--- src/rtl/uart_word_reader_pkg.sv ---
// Shared UART receive definitions: bit-FSM state encoding and default baud divisor.
package uart_word_reader_pkg;

  typedef enum logic [1:0] {
    ST_IDLE  = 2'd0,
    ST_START = 2'd1,
    ST_DATA  = 2'd2,
    ST_STOP  = 2'd3
  } rx_state_t;

  // 50 MHz clock, 115200 baud
  localparam int DEFAULT_CLKS_PER_BIT = 434;

endpackage

--- src/rtl/uart_rx_deser.sv ---
// 8N1 UART deserialiser: 2-flop synchroniser, bit FSM and baud counter.
// Emits the received byte with a one-cycle byte_ok or frame_err strobe.
module uart_rx_deser
  import uart_word_reader_pkg::*;
#(
  parameter int CLKS_PER_BIT = DEFAULT_CLKS_PER_BIT
) (
  input  logic       clk,
  input  logic       rst,
  input  logic       rx,
  output logic [7:0] rx_byte,
  output logic       byte_ok,
  output logic       frame_err,
  output logic       idle,
  output logic       start_edge
);

  localparam int BAUD_W = $clog2(CLKS_PER_BIT);
  localparam logic [BAUD_W-1:0] HALF_BIT = BAUD_W'(CLKS_PER_BIT / 2);
  localparam logic [BAUD_W-1:0] LAST_CLK = BAUD_W'(CLKS_PER_BIT - 1);

  logic              rx_p0, rx_p1, rx_p2;
  rx_state_t         state;
  logic [BAUD_W-1:0] baud_cnt;
  logic [2:0]        bit_cnt;
  logic [7:0]        shift_p0;
  logic              bit_end;

  // rx_p2 is only the previous synchronised level, so a held-low line never retriggers
  assign start_edge = rx_p2 & ~rx_p1;
  assign idle       = (state == ST_IDLE);
  assign bit_end    = (baud_cnt == LAST_CLK);
  assign byte_ok    = (state == ST_STOP) && bit_end && rx_p1;
  assign frame_err  = (state == ST_STOP) && bit_end && !rx_p1;
  assign rx_byte    = shift_p0;

  always_ff @(posedge clk) begin
    if (rst) begin
      rx_p0    <= 1'b1;
      rx_p1    <= 1'b1;
      rx_p2    <= 1'b1;
      state    <= ST_IDLE;
      baud_cnt <= '0;
      bit_cnt  <= '0;
    end else begin
      rx_p0 <= rx;
      rx_p1 <= rx_p0;
      rx_p2 <= rx_p1;
      case (state)
        ST_IDLE: begin
          baud_cnt <= '0;
          if (start_edge) state <= ST_START;
        end
        ST_START: begin
          if (baud_cnt == HALF_BIT) begin
            baud_cnt <= '0;
            bit_cnt  <= '0;
            state    <= rx_p1 ? ST_IDLE : ST_DATA;
          end else begin
            baud_cnt <= baud_cnt + BAUD_W'(1);
          end
        end
        ST_DATA: begin
          if (bit_end) begin
            baud_cnt <= '0;
            bit_cnt  <= bit_cnt + 3'd1;
            if (bit_cnt == 3'd7) state <= ST_STOP;
          end else begin
            baud_cnt <= baud_cnt + BAUD_W'(1);
          end
        end
        ST_STOP: begin
          if (bit_end) begin
            baud_cnt <= '0;
            state    <= ST_IDLE;
          end else begin
            baud_cnt <= baud_cnt + BAUD_W'(1);
          end
        end
        default: state <= ST_IDLE;
      endcase
    end
  end

  // LSB arrives first, so shift in from the top
  always_ff @(posedge clk) begin
    if (state == ST_DATA && bit_end) shift_p0 <= {rx_p1, shift_p0[7:1]};
  end

endmodule

--- src/rtl/uart_word_reader.sv ---
// UART word reader: packs WORD_BYTES received bytes into a word behind a valid/ready register.
// Optional partial-word timeout enabled by defining UART_READER_TIMEOUT_EN.
module uart_word_reader
  import uart_word_reader_pkg::*;
#(
  parameter int CLKS_PER_BIT = DEFAULT_CLKS_PER_BIT,
  parameter int WORD_BYTES   = 4,
  parameter int TIMEOUT_BITS = 20
) (
  input  logic                    clk,
  input  logic                    rst,
  input  logic                    rx,
  output logic [8*WORD_BYTES-1:0] word_data,
  output logic                    word_valid,
  input  logic                    word_ready,
  output logic                    frame_err,
  output logic                    overrun,
  output logic                    timeout
);

  localparam int WORD_W = 8 * WORD_BYTES;
  localparam int CNT_W  = (WORD_BYTES > 1) ? $clog2(WORD_BYTES) : 1;
  localparam logic [CNT_W-1:0] LAST_BYTE = CNT_W'(WORD_BYTES - 1);

  logic [7:0]        rx_byte;
  logic              byte_ok, byte_bad, rx_idle, start_edge;
  logic [CNT_W-1:0]  byte_cnt;
  logic [WORD_W-1:0] asm_p0, asm_next;
  logic              word_done, word_blocked, idle_expired;

  uart_rx_deser #(.CLKS_PER_BIT(CLKS_PER_BIT)) u_deser (
    .clk        (clk),
    .rst        (rst),
    .rx         (rx),
    .rx_byte    (rx_byte),
    .byte_ok    (byte_ok),
    .frame_err  (byte_bad),
    .idle       (rx_idle),
    .start_edge (start_edge)
  );

  always_comb begin
    asm_next = asm_p0;
    asm_next[8*byte_cnt +: 8] = rx_byte;
  end

  assign word_done    = byte_ok && (byte_cnt == LAST_BYTE);
  assign word_blocked = word_valid && !word_ready;

  always_ff @(posedge clk) begin
    if (byte_ok) asm_p0 <= asm_next;
  end

`ifdef UART_READER_TIMEOUT_EN
  localparam int TIMEOUT_CYCLES = TIMEOUT_BITS * CLKS_PER_BIT;
  localparam int TO_W = $clog2(TIMEOUT_CYCLES + 1);

  logic [TO_W-1:0] idle_cnt;

  assign idle_expired = rx_idle && (byte_cnt != '0) && !start_edge &&
                        (idle_cnt == TO_W'(TIMEOUT_CYCLES - 1));

  always_ff @(posedge clk) begin
    if (rst) begin
      idle_cnt <= '0;
    end else if (!rx_idle || byte_cnt == '0 || start_edge || idle_expired) begin
      idle_cnt <= '0;
    end else begin
      idle_cnt <= idle_cnt + TO_W'(1);
    end
  end
`else
  localparam int unused_timeout_bits = TIMEOUT_BITS;
  logic unused_idle_sigs;

  assign idle_expired     = 1'b0;
  assign unused_idle_sigs = &{1'b0, rx_idle, start_edge};
`endif

  // A word finishing while the previous one is still unconsumed is dropped
  always_ff @(posedge clk) begin
    if (rst) begin
      word_data  <= '0;
      word_valid <= 1'b0;
      frame_err  <= 1'b0;
      overrun    <= 1'b0;
      timeout    <= 1'b0;
      byte_cnt   <= '0;
    end else begin
      frame_err <= byte_bad;
      overrun   <= word_done && word_blocked;
      timeout   <= idle_expired;
      if (idle_expired) begin
        byte_cnt <= '0;
      end else if (byte_ok) begin
        byte_cnt <= word_done ? '0 : byte_cnt + CNT_W'(1);
      end
      if (word_done && !word_blocked) begin
        word_data  <= asm_next;
        word_valid <= 1'b1;
      end else if (word_valid && word_ready) begin
        word_valid <= 1'b0;
      end
    end
  end

endmodule

--- config.mk ---
export PLATFORM = sky130hd
export DESIGN_NAME = uart_word_reader
export DESIGN_NICKNAME = d
export VERILOG_FILES = /design/src/rtl/uart_word_reader_pkg.sv /design/src/rtl/uart_rx_deser.sv /design/src/rtl/uart_word_reader.sv
export SDC_FILE = /design/constraint.sdc
export NUM_CORES = 1
export LEC_CHECK = 0
export ABC_AREA = 1
export BUFFER_PORTS_ARGS = -buffer_cell sky130_fd_sc_hd__buf_2
export CAP_MARGIN = 20
export CORE_MARGIN = 2
export CORE_UTILIZATION = 30
export DETAILED_ROUTE_END_ITERATION = 7
export GPL_TIMING_DRIVEN = 0
export SYNTH_ARGS = -nofsm -noshare
export SYNTH_HDL_FRONTEND = slang
export SYNTH_SLANG_ARGS = --single-unit
export TNS_END_PERCENT = 20
--- constraint.sdc ---
create_clock -name clk -period 5.97 [get_ports clk]
set_input_delay 0.8955 -clock clk [delete_from_list [all_inputs] [get_ports clk]]
set_output_delay 0.8955 -clock clk [all_outputs]
set_load 0.02 [all_outputs]
==> impl_summary.txt <==
----------------------------------------------------
[Setup path]
  Reg2reg path depth ... 9
  Logic depth of the worst path, buffers included ... 9
  CP Data Required Time ... between 6 and 7 ns
  Startpoint kind of the worst setup timing path ... register
  Crit path buf inv count ... 1
  Crit path max-delay cell type ... nor3_4
  Crit-path max FO ... 11
  Worst Path Arrival ... 2.62 ns
  Ordered list of cells on the worst path ... ha_1 -> nand2_1 -> nor2_1 -> nand2_2 -> nor3_4 -> nand3_4 -> buf_2 -> nor2_1 -> nor2_1
  R2R setup slack ... 3.58 ns
  Cell with the most instances on the worst path ... nor2_1
  Critical Path Sink Type ... register
  Kind of critical path ... reg -> reg
  Worst path max stage delay ... between 0.5 and 0.6 ns
  CP top delay family ... simple AND/OR/NAND/NOR gates

[CTS]
  Clock Tree Buf Depth ... 2
  Clock-pin slew on the worst setup and hold paths ... ~0.070 ns
  CTS H-tree lvls ... 3
  Clock network latency to the later pin of the worst-skew pair ... around 0.34 ns
  Post-CTS setup buffer count ... 0
  Clk Tree Root Cell ... clkbuf_16
  PostCTS Resize Cnt ... 0
  CTS tree ... done
  Sink count of the clock tree ... 94
  Number of clock buffers inserted by TritonCTS ... 9
  Number of hold buffers added after cts ... 0

[Die]
  Chip height ... roughly 120 µm
  Die Outline Area ... ~0.015 mm²
  Initial standard-cell utilization of the core ... 30.83%
  Number of I/O pins ... 40
  Area of the core ... ~0.013 mm²
  Die width ... approximately 120 µm
  Number of core rows ... 42

[STA]
  Maximum clock rate ... between 0.4 and 0.5 GHz
  Post-Route Setup TNS ... 0 ns
  Final Max Tran Viols ... 0
  Headroom to the max-slew limit ... a little under three fifths
  Hold violation count in the final report ... 0
  Final min period ... around 2.4 ns
  Setup violations, final ... 0
  Post-route fraction of the period consumed by the critical path ... between 40% and 50%
  Worst Clk Skew ... approximately 0.011 ns
  Unrepaired setup endpoints after global routing ... no
  Slew at the pin closest to its max-slew limit ... 0.6573 ns

[Route]
  Sum of routed wire segments on met1 ... 3.928 mm
  Average via count per standard cell ... approximately 4.3
  Count of nets left with antenna violations after detail routing ... 0
  Post-detailed-route DRC marker count ... 0
  Iter 0 DRT Violations ... between 100 and 150
  Uppermost routed layer ... met4
  Length of routed met2 wiring ... 3.935 mm
  DR pass1 iterations ... 4
  Met3 wire len ... between 400 and 500 µm
  Via count ... 3077
  Wire per inst ... 11.68 µm
  Wire length reported by the detailed router ... approximately 8.4 mm

[Global routing]
  Global-route wire length before repair ... about 14 mm
  Overall track demand over capacity in global routing ... roughly 12%
  Maximum number of pins on one net before global-route repair ... 17
  Antenna violations before repair ... 0
  Vias in the first global route ... approximately 3000
  Gr ovfl total ... 0

[Synth]
  Yosys cell types ... 25
  Fraction of synthesized cell area in xor and xnor cells ... around 1.3%
  Average footprint of a synthesized cell ... approximately 8.3 µm²
  Cell area after synthesis ... approximately 0.0041 mm²
  Adder and majority cell fraction of the synthesized area ... 3.968%
  Area fraction in compound gates after synthesis ... just under 6%
  Post-Synthesis Net Count ... approximately 500
  Number of flip-flops and latches in the synthesized netlist ... 94
  Portion of synthesized cell area occupied by the leading cell type ... 29.30%
  Area leader, netlist ... edfxtp_1
  Mapped Cells ... slightly below 500
  Sequential cell area fraction in the yosys report ... around 56%
  Cell types with the largest area share after synthesis ... edfxtp_1, dfxtp_1, nand2_1, nor2_1, inv_1
  Mux cell area share after synthesis ... 0%
  Basic-gate share of the synthesized area counting and, or, nand and nor cells ... between 20% and 30%
  Dominant combinational cell family by area after synthesis ... simple AND/OR/NAND/NOR gates
  Number of synthesis warnings ... 0

[Final layout]
  Number of nets in the layout ... 559
  Relative area change from synthesis to final layout ... 17.28%
  Share of cells above drive strength 1 ... approximately 13%
  Number of diodes added for antenna fixing ... 0
  Final core utilization ... between 30 and 40%
  # fillers ... ~1400

[Power and ir drop]
  Max VDD drop ... ~0.00012 V
  Overall Power ... between 1 and 1.5 mW
  Leak Pwr ... 2.084 nW
  Power density relative to cell area ... between 200 and 300 mW/mm²

[Place]
  HPWL reported at the end of detailed placement ... 6.323 mm
  PortBufs ... 38
  Placer Congestion ... around 0.81

[Worst hold path]
  Hold Crit Depth ... 1
  Path category of the worst min-delay check ... reg -> reg

[Status]
  Run status ... completed

[Job]
  Count of max-cap constraint violations ... 0

----------------------------------------------------
[layout make-up]
class                           count  area, µm²  area share, %
Buffer                             14      86.33          1.796
Clock buffer                       10      229.0          4.763
Clock inverter                      6      38.79         0.8069
Inverter                           83      311.5          6.481
Multi-Input combinational cell    300       1419          29.52
Sequential cell                    94       2282          47.48
Tap cell                          176      220.2          4.581
Timing Repair Buffer               40      220.2          4.581
[layer usage]
metal  vias up  GRT usage (%)
li1       1616              -
met1      1398          15.55
met2        48          19.45
met3        15          3.383
met4         0          5.814
met5         -              0
[stage by stage]
| stage | cell area [µm²] | setup WS (ns) | hold WS (ns) | std cells |
|---|---|---|---|---|
| final | 4807 | 3.580 | 0.4130 | 723 |
| after detailed placement | 4539 | 3.572 | 0.4094 | 707 |
| after global routing | 4807 | 3.380 | 0.4257 | 723 |
| after floorplan | 4099 | 3.512 | 0.3895 | 491 |
| after global placement | 4509 | 2.700 | 0.3998 | 705 |
| after CTS | 4807 | 3.577 | 0.4210 | 723 |
[worst paths after layout]
| kind | start | end |
|---|---|---|
| setup / recovery | u_deser.baud_cnt[0] | word_data[2] |
| hold / removal | u_deser.rx_p0 | u_deser.rx_p1 |
| setup reg to reg | u_deser.baud_cnt[0] | word_data[2] |
| hold reg to reg | u_deser.rx_p0 | u_deser.rx_p1 |
[layout by cell type, fill, tap and decap left out, types with 3 or more instances in the layout]
| master | synthesis | layout |
|---|---|---|
| a21oi_1 | 6 | 6 |
| a22oi_1 | 16 | 16 |
| buf_2 | 6 | 44 |
| buf_6 | 3 | 3 |
| clkbuf_1 | 4 | 5 |
| clkbuf_16 | 0 | 9 |
| clkinvlp_4 | 0 | 3 |
| dfxtp_1 | 54 | 54 |
| edfxtp_1 | 40 | 40 |
| ha_1 | 13 | 13 |
| inv_1 | 82 | 82 |
| nand2_1 | 119 | 119 |
| nand3_1 | 7 | 7 |
| nand4_1 | 4 | 4 |
| nor2_1 | 101 | 101 |
| nor3_1 | 3 | 3 |
| o21ai_0 | 18 | 18 |
| xnor2_1 | 3 | 3 |
| xor2_1 | 3 | 3 |
[kinds of logic (layout without fill, tap and decap cells)]
| group | after synthesis | count (layout) |
|---|---|---|
| and+or+nand+nor | 240 | 240 |
| adders and majority gates | 13 | 13 |
| buffers and inverters | 97 | 153 |
| DFF | 94 | 94 |
| AOI/OAI and AO/OA | 40 | 40 |
| xor gates and xnor gates | 6 | 6 |
| other | 1 | 1 |
[power breakdown]
group	switching [mW]	leakage [nW]	internal, mW	total (mW)
registers	0.0122	0.713	0.679	0.691
clock network	0.238	0.120	0.280	0.518
logic	0.0613	1.25	0.0355	0.0968
[cell usage after synthesis (all sizes together)]
library cell / count
or2: 3
a21oi: 6
xnor2: 3
buf: 10
nor2: 101
xor2: 3
dfxtp: 54
clkbuf: 4
edfxtp: 40
nand2: 120
a22oi: 16
inv: 83
ha: 13
nor3: 4
nand4: 4
conb: 1
nand3: 8
o21ai: 18
[state kept, by name (all words and copies together), names as in the netlist, 2 cells and up, named ones only]
signal            cells
word_data            32
asm_p0               32
u_deser.rx_byte       8
byte_cnt              2
u_deser.baud_cnt      9
u_deser.bit_cnt       3
(Power assumes the default switching activity.)
